### src/rtl/clk_div_sched.sv
// Programmable integer clock divider (N >= 2, near-50% duty) with glitch-free
// ratio changes at period boundaries and clean start/stop on run.
module clk_div_sched #(
    parameter int CNT_W       = 8,
    parameter int DEFAULT_DIV = 5
) (
    input  logic             clk,
    input  logic             reset,
    input  logic             run,
    input  logic             cfg_valid,
    input  logic [CNT_W-1:0] cfg_div,
    output logic             cfg_ready,
    output logic             cfg_err,
    output logic             clk_out,
    output logic             tick,
    output logic             busy,
    output logic [CNT_W-1:0] cur_div,
    output logic [1:0]       fsm_state
);

    typedef enum logic [1:0] {
        IDLE   = 2'd0,
        RUN    = 2'd1,
        SWITCH = 2'd2
    } state_t;

    state_t           state;
    logic [CNT_W-1:0] cnt;
    logic [CNT_W-1:0] pend_div;
    logic             run_q;
    logic             pos_hi;
    logic             neg_hi;
    logic             live;

    logic             accept;
    logic             bad_div;
    logic             wrap;
    logic [CNT_W-1:0] cnt_inc;
    logic [CNT_W-1:0] half;

    // Handshake: a request transfers on any rising edge where cfg_valid and
    // cfg_ready are both 1; cfg_ready never depends on cfg_valid, and it drops
    // while a ratio change is pending so at most one change is in flight.
    assign cfg_ready = ~reset & (state != SWITCH);
    assign accept    = cfg_valid & cfg_ready;
    assign bad_div   = cfg_div < CNT_W'(2);
    assign wrap      = (cnt == cur_div - 1'b1);
    assign cnt_inc   = cnt + 1'b1;
    assign half      = cur_div >> 1;
    assign fsm_state = state;

    // live masks a stale neg_hi during the half cycle after a reset edge.
    assign clk_out = pos_hi | (neg_hi & live & cur_div[0]);

    always_ff @(negedge clk) begin
        if (reset) begin
            neg_hi <= 1'b0;
        end else begin
            neg_hi <= pos_hi;
        end
    end

    always_ff @(posedge clk) begin
        if (reset) begin
            state    <= IDLE;
            cnt      <= '0;
            pos_hi   <= 1'b0;
            tick     <= 1'b0;
            busy     <= 1'b0;
            cfg_err  <= 1'b0;
            run_q    <= 1'b0;
            live     <= 1'b0;
            cur_div  <= CNT_W'(DEFAULT_DIV);
            pend_div <= CNT_W'(DEFAULT_DIV);
        end else begin
            run_q   <= run;
            live    <= 1'b1;
            cfg_err <= accept & bad_div;
            case (state)
                IDLE: begin
                    if (accept && !bad_div) begin
                        cur_div <= cfg_div;
                    end
                    cnt <= '0;
                    if (run_q) begin
                        state  <= RUN;
                        pos_hi <= 1'b1;
                        tick   <= 1'b1;
                    end else begin
                        pos_hi <= 1'b0;
                        tick   <= 1'b0;
                    end
                end
                RUN, SWITCH: begin
                    if (wrap) begin
                        cnt    <= '0;
                        pos_hi <= run_q;
                        tick   <= run_q;
                        state  <= run_q ? RUN : IDLE;
                        if (state == SWITCH) begin
                            cur_div <= pend_div;
                            busy    <= 1'b0;
                        end
                    end else begin
                        cnt    <= cnt_inc;
                        pos_hi <= (cnt_inc < half);
                        tick   <= 1'b0;
                    end
                    // An accept on the stopping wrap lands in IDLE, so apply it directly.
                    if (state == RUN && accept && !bad_div) begin
                        if (wrap && !run_q) begin
                            cur_div <= cfg_div;
                        end else begin
                            pend_div <= cfg_div;
                            busy     <= 1'b1;
                            state    <= SWITCH;
                        end
                    end
                end
                default: begin
                    state  <= IDLE;
                    cnt    <= '0;
                    pos_hi <= 1'b0;
                    tick   <= 1'b0;
                    busy   <= 1'b0;
                end
            endcase
        end
    end

endmodule

### config.mk
export PLATFORM = sky130hd
export DESIGN_NAME = clk_div_sched
export DESIGN_NICKNAME = d
export VERILOG_FILES = /design/src/rtl/clk_div_sched.sv
export SDC_FILE = /design/constraint.sdc
export NUM_CORES = 1
export LEC_CHECK = 0
export ABC_AREA = 1
export BUFFER_PORTS_ARGS = -buffer_cell sky130_fd_sc_hd__buf_4
export CAP_MARGIN = 20
export CORE_AREA = 5 5 74 76
export CTS_CLUSTER_SIZE = 28
export DETAILED_ROUTE_END_ITERATION = 10
export DIE_AREA = 0 0 79 81
export PLACE_DENSITY = 0.76
export SETUP_SLACK_MARGIN = 0.2
export SLEW_MARGIN = 15
export SYNTH_ARGS = -nofsm -noshare
export SYNTH_HDL_FRONTEND = slang
export SYNTH_SLANG_ARGS = --single-unit
export TNS_END_PERCENT = 30
### constraint.sdc
create_clock -name clk -period 5.9 [get_ports clk]
set_clock_uncertainty 0.15 [all_clocks]
set_input_delay 1.18 -clock clk [delete_from_list [all_inputs] [get_ports clk]]
set_output_delay 1.18 -clock clk [all_outputs]
set_load 0.05 [all_outputs]
Yosys cells after proc, flatten, opt, wreduce, memory -nomap -nowiden:

Cells that the tools add are included.

* register bits after elaboration: 33
* input port bits: 12
* output and inout port bits: 15
* logic and storage cells: 65

* add/sub/neg operators: 2
* order comparisons: 2
* eq/ne operators: 6
* mux-type cells: 23
* bitwise logic cells: 9
* reductions and logical operators: 12

Operators by type and width (count)
* 2-to-1 mux 8 bit: 5
* case mux 8 bit (2 select lines): 1
* 2-to-1 mux 1 bit: 9
* adder 8 x 1 -> 8 bit, second input constant: 1
* == test 8 bit: 1
* less-than comparator 8 x 2 -> 1 bit, second input constant: 1
* less-than comparator 8 x 7 -> 1 bit: 1
* 2-to-1 mux 2 bit: 4
* subtractor 8 x 1 -> 8 bit, second input constant: 1
* inequality test 2 bit, second input constant: 3
* case mux 1 bit (2 select lines): 3
* bitwise AND 1 bit: 5
* logical AND 1 bit: 4
* case mux 2 bit (2 select lines): 1
* NOT 1 bit: 3
* AND reduction 3 bit: 1
* OR reduction 3 bit: 1
* == test 2 x 1 -> 1 bit, second input constant: 1
* == test 2 bit, second input constant: 1
* zero test 1 bit: 2
* zero test 2 bit: 1
* AND reduction 2 bit: 1
* nonzero test 2 bit: 1
* OR reduction 2 bit: 1
* OR 1 bit: 1

Longest topological paths before layout:

Gate-level depths: netlist of the first run.

* depth in word-level cells: 7
* gate-level depth with buffers: 16
* depth with buffers taken out: 16

==> results of run 1 <==
[path summary, 6_finish.rpt]
check / from / endpoint / slack, ns / cells after the start
worst max-delay path: neg_hi / clk_out / 0.66 / 3
worst min-delay path: pend_div[2] / pend_div[2] / 0.31 / 2
worst max register to register: pos_hi / neg_hi / 2.36 / 2
worst min register to register: pend_div[2] / pend_div[2] / 0.31 / 2
[sequential cells by signal, summed over array words and instances (netlist names)]
signal,cells
pend_div,8
live,1
neg_hi,1
tick,1
cnt,8
busy,1
cfg_err,1
pos_hi,1
fsm_state,2
run_q,1
cur_div,8
[critical path: cells and delay by family, from the launching register on]
kind | cells | cell delay [ns]
flops | 1 | 0.29
simple gates | 2 | 0.15
buf+inv | 1 | 0.19
[layer usage]
| metal | global-route usage (%) | wire (µm) | share of wire (%) | vias up |
|---|---|---|---|---|
| li1 | - | - | - | 1107 |
| met1 | 21.3 | 2210 | 46 | 907 |
| met2 | 27.7 | 2300 | 48 | 33 |
| met3 | 3.10 | 185 | 3.9 | 6 |
| met4 | 6.19 | 78 | 1.6 | 0 |
| met5 | 0 | 0 | 0 | - |
[area by class of cell]
type	instances	share of cell area (%)
clock buffer	7	3.35
tap	54	2.62
sequential	33	25.7
timing repair buffer	26	7.58
clock inverter	2	0.292
multi-input combinational	245	53.2
inverter	49	7.29
[cells in the mapped netlist]
cell | instances | share of area [%]
sky130_fd_sc_hd__nand2_1 | 72 | 12
sky130_fd_sc_hd__nor2_1 | 48 | 7.9
sky130_fd_sc_hd__inv_1 | 41 | 6.8
sky130_fd_sc_hd__nand3_1 | 34 | 7.5
sky130_fd_sc_hd__dfxtp_1 | 33 | 29
sky130_fd_sc_hd__ha_1 | 12 | 6.6
sky130_fd_sc_hd__a21oi_1 | 11 | 2.4
sky130_fd_sc_hd__o21ai_0 | 11 | 2.4
sky130_fd_sc_hd__o21ai_1 | 9 | 2.0
sky130_fd_sc_hd__nor3_1 | 7 | 1.5
sky130_fd_sc_hd__nand2_2 | 6 | 1.7
sky130_fd_sc_hd__o21ai_2 | 6 | 2.3
sky130_fd_sc_hd__inv_2 | 5 | 0.83
sky130_fd_sc_hd__nand2_4 | 4 | 2.0
sky130_fd_sc_hd__nand3_4 | 4 | 3.1
sky130_fd_sc_hd__clkbuf_1 | 3 | 0.50
sky130_fd_sc_hd__nor2_2 | 3 | 0.83
sky130_fd_sc_hd__xor2_1 | 3 | 1.2
sky130_fd_sc_hd__clkinv_1 | 2 | 0.33
sky130_fd_sc_hd__nand3b_1 | 2 | 0.66
sky130_fd_sc_hd__nand4_1 | 2 | 0.55
sky130_fd_sc_hd__nor2_4 | 2 | 0.99
sky130_fd_sc_hd__nor2_8 | 2 | 1.8
sky130_fd_sc_hd__xnor2_1 | 2 | 0.77
sky130_fd_sc_hd__a21oi_2 | 1 | 0.39
sky130_fd_sc_hd__a22o_1 | 1 | 0.39
sky130_fd_sc_hd__buf_12 | 1 | 0.88
sky130_fd_sc_hd__buf_2 | 1 | 0.22
sky130_fd_sc_hd__clkbuf_8 | 1 | 0.61
sky130_fd_sc_hd__clkinv_2 | 1 | 0.22
sky130_fd_sc_hd__inv_4 | 1 | 0.28
sky130_fd_sc_hd__nand3_2 | 1 | 0.44
sky130_fd_sc_hd__o21bai_1 | 1 | 0.33
sky130_fd_sc_hd__xor2_2 | 1 | 0.72
[power groups by stage]
| stage | combinational [mW] | sequential [mW] | clock (mW) |
|---|---|---|---|
| 3_3_place_gp | 0.228 | 0.260 | 0.00212 |
| 2_1_floorplan | 0.159 | 0.284 | 0.00212 |
| 5_1_grt | 0.259 | 0.258 | 0.195 |
| 6_report | 0.232 | 0.255 | 0.176 |
| 3_5_place_dp | 0.232 | 0.260 | 0.00212 |
| 4_1_cts | 0.233 | 0.255 | 0.183 |
[cells by family after synthesis]
group	Yosys count	synth area share (%)
fa+ha+maj	12	6.61
buf+inv	56	10.6
flops	33	29.1
xor+xnor	6	2.64
compound gates	40	10.2
simple gates	187	40.8
[metrics by stage]
step / hold slack (ns) / cell area, µm² / setup WS (ns) / std cells
after global placement: 0.290 / 2480 / 1.00 / 408
after CTS: 0.313 / 2570 / 0.634 / 416
after detailed placement: 0.295 / 2480 / 0.992 / 408
after floorplan: 0.280 / 2270 / 0.888 / 334
after global routing: 0.337 / 2570 / 0.550 / 416
final: 0.313 / 2570 / 0.656 / 416
[cell usage in the layout, fill, tap and decap left out, types with 7 or more instances in the layout]
master,synthesis,layout
sky130_fd_sc_hd__nand3_1,34,34
sky130_fd_sc_hd__nor2_1,48,48
sky130_fd_sc_hd__o21ai_1,9,9
sky130_fd_sc_hd__buf_4,0,26
sky130_fd_sc_hd__dfxtp_1,33,33
sky130_fd_sc_hd__nor3_1,7,7
sky130_fd_sc_hd__a21oi_1,11,11
sky130_fd_sc_hd__nand2_1,72,72
sky130_fd_sc_hd__ha_1,12,12
sky130_fd_sc_hd__inv_1,41,42
sky130_fd_sc_hd__o21ai_0,11,11
==> summary.json, run 1 <==
{
  "arrival_time_at_the_worst_endpoint_ns": 3.91,
  "flops_latches_synth": 33,
  "cts-resized-gates": 0,
  "ir_worst_vdd_mv": 0.154,
  "port_buffers": 26,
  "hpwl_um": 3750,
  "cts.clk_slew.worst_paths_ns": 0.07,
  "critical_path.max_fanout": 1,
  "synth_seq_area_share_pct": 29.1,
  "final_setup_fails": 0,
  "fill_cells": 439,
  "slowest_stage": "sky130_fd_sc_hd__dfxtp_1",
  "groute.usage.overall_pct": 16.6,
  "slew_headroom_pct": 35.0,
  "final_core_utilization_pct": 55.2,
  "rsz0062_at_grt": "no",
  "post_synthesis_instance_area_um2": 2270,
  "power_frac_seq_pct": 38.4,
  "grt_antenna_before_repair": 0,
  "floorplan.initialDensity_pct": 48.8,
  "clock-root-buffer": "sky130_fd_sc_hd__clkbuf_8",
  "overflow": 0,
  "grt_max_degree": 19,
  "synth_area_per_cell_um2": 6.80,
  "clock_network_fraction_of_design_power_pct": 26.6,
  "outcome": "complete, no violations",
  "tightestPinTransition_ns": 0.969,
  "floorplan.rows": 25,
  "clock_insertion_delay_worst_skew_ns": 0.28,
  "die_area_um2": 6400,
  "setup.worst_path.end_class": "output port",
  "h-tree-depth": 2,
  "layout_cells_sized_above_1_pct": 19.1,
  "via_per_inst": 4.94,
  "clock_tree_from_tritoncts": "built",
  "synthDistinctLibCells": 34,
  "required_ns": 4.57,
  "layout.nets": 385,
  "route.antenna.remaining_nets": 0,
  "timing_worst_setup_path_type": "flop to output port",
  "wire_per_inst_um": 11.5,
  "powerDensity_nw_per_um2": 257,
  "final_weighted_congestion_of_routability_driven_global_placement": 0.858,
  "post_cts_hold_buffer_count": 0,
  "floorplan.die.width_um": 79,
  "antenna_cells_inserted": 0,
  "final.setup.tns_ns": 0,
  "grt_pass1_vias": 1876,
  "via_count": 2053,
  "cap_violations": 0,
  "min-delay-path-class": "flop to flop",
  "seqCellArea_um2": 661,
  "postSynthCellCount": 334,
  "clock_path_buffers": 2,
  "post-route-drc-count": 0,
  "portion_of_total_power_attributed_to_combinational_logic_pct": 35.0,
  "drt_iter0_drc": 146,
  "power.internal_uw": 406,
  "flow.area_growth_from_synthesis_pct": 13.3,
  "static-leakage-power_nw": 1.31,
  "yosys_warnings": 0,
  "wire_length_of_the_first_global_routing_pass_um": 8470,
  "total_switching_power_uw": 256,
  "finalHoldViolations": 0,
  "die_h_um": 81,
  "syn-num-nets": 358,
  "total_area_of_multi_input_combinational_cells_um2": 1370,
  "start_kind": "flop",
  "power.share.switching_pct": 38.7,
  "report.power.total_uw": 663,
  "drv_slew": 0,
  "worstPathCellList": "nand3_1 > nand2_1 > buf_4",
  "io_pins": 27,
  "tritoncts_buffers": 5,
  "drtPass1Iterations": 4,
  "final_wirelength_um": 4770,
  "cts.repair_timing.setup_buffer_count": 0,
  "critical-path-max-stage-delay_ns": 0.29,
  "clock_sinks": 33,
  "coreArea_um2": 4660
}
No activity file was read; power rests on OpenSTA's default activity.
==> run 2, diff against run 1 <==
--- a/config.mk
+++ b/config.mk
@@ -9,6 +9,7 @@
 export BUFFER_PORTS_ARGS = -buffer_cell sky130_fd_sc_hd__buf_4
 export CAP_MARGIN = 20
 export CORE_AREA = 5 5 74 76
+export CTS_BUF_LIST = sky130_fd_sc_hd__clkbuf_8
 export CTS_CLUSTER_SIZE = 28
 export DETAILED_ROUTE_END_ITERATION = 10
 export DIE_AREA = 0 0 79 81
==> run 2 against run 1 <==
- via count is 0.29% higher
- combinational power hardly changed
- total power is 0.21% lower
- register-to-register slack hardly changed
- hold slack better by 0.0041 ns
- global-route usage hardly changed
- clock power hardly changed
- critical path depth stayed put
- final area stayed put
- critical path type unchanged
- sequential cell count stayed put
- highest routed layer unchanged
- setup slack hardly changed
- clock-buffer cell count is 1 lower
==> summary.json, run 2 (synthesis gave the netlist of run 1 again) <==
{
  "outcome": "complete, no violations",
  "power_frac_seq_pct": 38.5,
  "rsz0062_at_grt": "no",
  "arrival_time_at_the_worst_endpoint_ns": 3.91,
  "clock_network_fraction_of_design_power_pct": 26.4,
  "flow.area_growth_from_synthesis_pct": 13.3,
  "report.power.total_uw": 662,
  "largestRegisters": "cnt (8), cur_div (8), pend_div (8)",
  "clock_tree_from_tritoncts": "built",
  "static-leakage-power_nw": 1.31,
  "layout.cells.most_common": "sky130_fd_sc_hd__nand2_1",
  "layout_cells_sized_above_1_pct": 19.1,
  "tightestPinTransition_ns": 0.981,
  "clock_path_buffers": 2,
  "cts.repair_timing.setup_buffer_count": 0,
  "r2r.worst_path.cells": 2,
  "drt_iter0_drc": 148,
  "layout.nets": 385,
  "final_weighted_congestion_of_routability_driven_global_placement": 0.858,
  "tritoncts_buffers": 5,
  "setup.worst_path.end_class": "output port",
  "cells_on_worst_hold_path": 2,
  "floorplan.die.width_um": 79,
  "clock_sinks": 33,
  "ir_worst_vdd_mv": 0.150,
  "overflow": 0,
  "final_core_utilization_pct": 55.2,
  "wire_length_of_the_first_global_routing_pass_um": 8470,
  "powerDensity_nw_per_um2": 257,
  "cts-resized-gates": 0,
  "power.internal_uw": 405,
  "grt_antenna_before_repair": 0,
  "floorplan.rows": 25,
  "via_count": 2059,
  "grt_max_degree": 19,
  "post_cts_hold_buffer_count": 0,
  "via_per_inst": 4.95,
  "finalHoldViolations": 0,
  "coreArea_um2": 4660,
  "timing_worst_setup_path_type": "flop to output port",
  "critical_path.max_fanout": 1,
  "hpwl_um": 3750,
  "drv_slew": 0,
  "floorplan.initialDensity_pct": 48.8,
  "post-route-drc-count": 0,
  "required_ns": 4.57,
  "portion_of_total_power_attributed_to_combinational_logic_pct": 35.1,
  "final_setup_fails": 0,
  "route.antenna.remaining_nets": 0,
  "start_kind": "flop",
  "port_buffers": 26,
  "top_library_cells_by_usage_in_the_layout_fill_and_taps_aside": "sky130_fd_sc_hd__nand2_1 (72), sky130_fd_sc_hd__nor2_1 (48), sky130_fd_sc_hd__inv_1 (43)",
  "grt_pass1_vias": 1874,
  "antenna_cells_inserted": 0,
  "cap_violations": 0,
  "cts.clk_slew.worst_paths_ns": 0.07,
  "wire_per_inst_um": 11.5,
  "groute.usage.overall_pct": 16.6,
  "die_h_um": 81,
  "power.share.switching_pct": 38.8,
  "final.setup.tns_ns": 0,
  "slew_headroom_pct": 34.1,
  "io_pins": 27,
  "min-delay-path-class": "flop to flop",
  "total_switching_power_uw": 257,
  "clock_insertion_delay_worst_skew_ns": 0.28,
  "h-tree-depth": 2,
  "clock-root-buffer": "sky130_fd_sc_hd__clkbuf_8",
  "drtPass1Iterations": 4,
  "die_area_um2": 6400,
  "final_wirelength_um": 4780
}
==> run 2: worst paths after layout <==
check | from | to | slack [ns]
setup reg to reg | pos_hi | neg_hi | 2.36
setup / recovery | neg_hi | clk_out | 0.66
hold / removal | pend_div[2] | pend_div[2] | 0.32
hold reg to reg | pend_div[2] | pend_div[2] | 0.32
==> run 2: routing by layer <==
layer  vias up  track usage (%)  routed length, µm
met4         0             6.19                 78
li1       1106                -                  -
met1       912             21.4               2220
met5         -                0                  0
met2        35             27.6               2280
met3         6             3.10                190
==> run 2: power by group through the flow <==
stage,registers (mW),logic (mW),clock network (mW)
after detailed placement,0.260,0.232,0.00212
after global placement,0.260,0.228,0.00212
after global routing,0.258,0.259,0.194
after CTS,0.255,0.233,0.181
final,0.255,0.232,0.175
after floorplan,0.284,0.159,0.00212
==> run 2: area by class of cell <==
type                       count  area [µm²]
clock inverter                 3        11.3
inverter                      49         188
timing repair buffer          26         195
multi-input combinational    245        1370
tap                           54        67.6
fill                         439        2090
sequential                    33         661
clock buffer                   6        82.6
==> run 2: through the flow <==
stage	hold slack [ns]	setup WS [ns]	instance area (µm²)	std cells
2_1_floorplan	0.280	0.888	2270	334
3_3_place_gp	0.290	1.00	2480	408
3_5_place_dp	0.295	0.992	2480	408
4_1_cts	0.313	0.634	2570	416
5_1_grt	0.337	0.550	2570	416
6_report	0.317	0.656	2570	416
==> run 2: critical path, cell delays in order, from the launching register on <==
cell and delay (ns):
sky130_fd_sc_hd__dfxtp_1 0.29, sky130_fd_sc_hd__nand3_1 0.07, sky130_fd_sc_hd__nand2_1 0.08, sky130_fd_sc_hd__buf_4 0.19
==> run 3, diff against run 2 <==
--- a/config.mk
+++ b/config.mk
@@ -13,7 +13,7 @@
 export CTS_CLUSTER_SIZE = 28
 export DETAILED_ROUTE_END_ITERATION = 10
 export DIE_AREA = 0 0 79 81
-export PLACE_DENSITY = 0.76
+export PLACE_DENSITY = 0.79
 export SETUP_SLACK_MARGIN = 0.2
 export SLEW_MARGIN = 15
 export SYNTH_ARGS = -nofsm -noshare
==> constraint.sdc (replaced) <==
create_clock -name clk -period 4.35 [get_ports clk]
set_clock_uncertainty 0.15 [all_clocks]
set_input_delay 0.87 -clock clk [delete_from_list [all_inputs] [get_ports clk]]
set_output_delay 0.87 -clock clk [all_outputs]
set_load 0.05 [all_outputs]
==> run 3 against run 2 <==
- cell count did not move
- critical path depth did not move
- largest power group unchanged
- critical path type unchanged
- sequential share of layout area fell by 0.13 points
- final area rose by 0.68%
- highest routed layer unchanged
- setup slack got worse by 0.44 ns
==> summary.json, run 3 (synthesis gave the netlist of run 1 again) <==
{
  "powerDensity_nw_per_um2": 348,
  "slew_headroom_pct": 34.9,
  "drtPass1Iterations": 4,
  "groute.usage.overall_pct": 16.7,
  "layout.cells.most_common": "sky130_fd_sc_hd__nand2_1",
  "coreArea_um2": 4660,
  "via_count": 2106,
  "cts.repair_timing.setup_buffer_count": 0,
  "ir_worst_vdd_mv": 0.197,
  "top_library_cells_by_usage_in_the_layout_fill_and_taps_aside": "sky130_fd_sc_hd__nand2_1 (71), sky130_fd_sc_hd__nor2_1 (48), sky130_fd_sc_hd__inv_1 (41)",
  "portion_of_total_power_attributed_to_combinational_logic_pct": 35.2,
  "final.setup.tns_ns": 0,
  "floorplan.die.width_um": 79,
  "final_wirelength_um": 4830,
  "static-leakage-power_nw": 1.31,
  "clock_insertion_delay_worst_skew_ns": 0.29,
  "fin_area_um2": 2590,
  "flow.area_growth_from_synthesis_pct": 14.1,
  "final_core_utilization_pct": 55.6,
  "power.internal_uw": 553,
  "layout_cells_sized_above_1_pct": 20.2,
  "clock_network_fraction_of_design_power_pct": 26.5,
  "cp-startpoint": "neg_hi",
  "setup.worst_path.end_class": "output port",
  "via_per_inst": 5.06,
  "cts.clk_slew.worst_paths_ns": 0.07,
  "start_kind": "flop",
  "r2r.worst_path.cells": 2,
  "outcome": "complete, no violations",
  "floorplan.initialDensity_pct": 48.8,
  "critical_path.max_fanout": 1,
  "min-delay-path-class": "flop to flop",
  "grt_antenna_before_repair": 0,
  "post-route-drc-count": 0,
  "clock_path_buffers": 2,
  "post_cts_hold_buffer_count": 0,
  "required_ns": 3.33,
  "final_setup_fails": 0,
  "timing_worst_setup_path_type": "flop to output port",
  "tritoncts_buffers": 5,
  "wire_per_inst_um": 11.6,
  "r2r_slack_ns": 1.55,
  "tightestPinTransition_ns": 0.970,
  "hpwl_um": 3750,
  "finalHoldViolations": 0,
  "overflow": 0,
  "largestRegisters": "cnt (8), cur_div (8), pend_div (8)",
  "cap_violations": 0,
  "floorplan.rows": 25,
  "total_switching_power_uw": 351,
  "grt_pass1_vias": 1960,
  "power_frac_seq_pct": 38.3,
  "rsz0062_at_grt": "yes",
  "place_area_um2": 2480,
  "antenna_cells_inserted": 0,
  "die_h_um": 81,
  "crit_path_end": "clk_out",
  "die_area_um2": 6400,
  "drv_slew": 0,
  "clock-root-buffer": "sky130_fd_sc_hd__clkbuf_8",
  "clock_sinks": 33,
  "wire_length_of_the_first_global_routing_pass_um": 8650,
  "arrival_time_at_the_worst_endpoint_ns": 3.12,
  "route.antenna.remaining_nets": 0,
  "port_buffers": 26,
  "r2r_end": "neg_hi",
  "drt_iter0_drc": 94,
  "clock_tree_from_tritoncts": "built",
  "h-tree-depth": 2,
  "power.share.switching_pct": 38.8,
  "layout.nets": 385,
  "reg2reg_from": "pos_hi",
  "final_weighted_congestion_of_routability_driven_global_placement": 0.864,
  "io_pins": 27,
  "grt_max_degree": 19
}
run 3: power by group through the flow:
stage / clock (mW) / combinational (mW) / sequential, mW
2_1_floorplan: 0.00288 / 0.216 / 0.385
3_3_place_gp: 0.00288 / 0.309 / 0.352
3_5_place_dp: 0.00288 / 0.314 / 0.352
4_1_cts: 0.248 / 0.317 / 0.345
5_1_grt: 0.263 / 0.353 / 0.349
6_report: 0.239 / 0.318 / 0.346
run 3: how the worst min path moves through the flow:
stage,to,start,depth (start not counted),slack [ns]
2_1_floorplan,pend_div[0],pend_div[0],2,0.28
3_3_place_gp,pend_div[0],pend_div[0],2,0.29
3_5_place_dp,pend_div[0],pend_div[0],2,0.30
4_1_cts,pend_div[0],pend_div[0],2,0.31
5_1_grt,pend_div[0],pend_div[0],2,0.34
6_report,pend_div[0],pend_div[0],2,0.31
run 3: area by class of cell:
class                      count  area (µm²)
fill                         445        2070
multi-input combinational    245        1380
sequential                    33         662
timing repair buffer          26         203
inverter                      49         188
clock buffer                   6        82.6
tap                           54        67.6
clock inverter                 3        12.5
run 3: routing by layer:
layer | vias to the layer above | wire [µm] | global-route usage [%]
li1 | 1109 | - | -
met1 | 946 | 2280 | 20.4
met2 | 45 | 2300 | 29.1
met3 | 6 | 197 | 3.55
met4 | 0 | 60 | 5.50
met5 | - | 0 | 0
run 3: what timing repair did:
| action | in CTS | in global routing |
|---|---|---|
| setup endpoints to repair | 1 | 1 |
| gates resized for setup | 1 | 4 |
| pin swaps | 0 | 2 |
run 3: critical path, cell delays in order (launching register included):
cell and delay, ns:
sky130_fd_sc_hd__dfxtp_2 0.31, sky130_fd_sc_hd__nand3_2 0.07, sky130_fd_sc_hd__nand2_2 0.10, sky130_fd_sc_hd__buf_8 0.14
run 3: stage by stage:
step	cells	worst slack, ns	hold WS (ns)	power, mW
CTS	416	0.194	0.315	0.910
detailed placement	408	0.523	0.296	0.669
global placement	408	0.538	0.292	0.664
floorplan	334	0.423	0.280	0.604
finish	416	0.212	0.311	0.903
global route	416	0.162	0.340	0.965
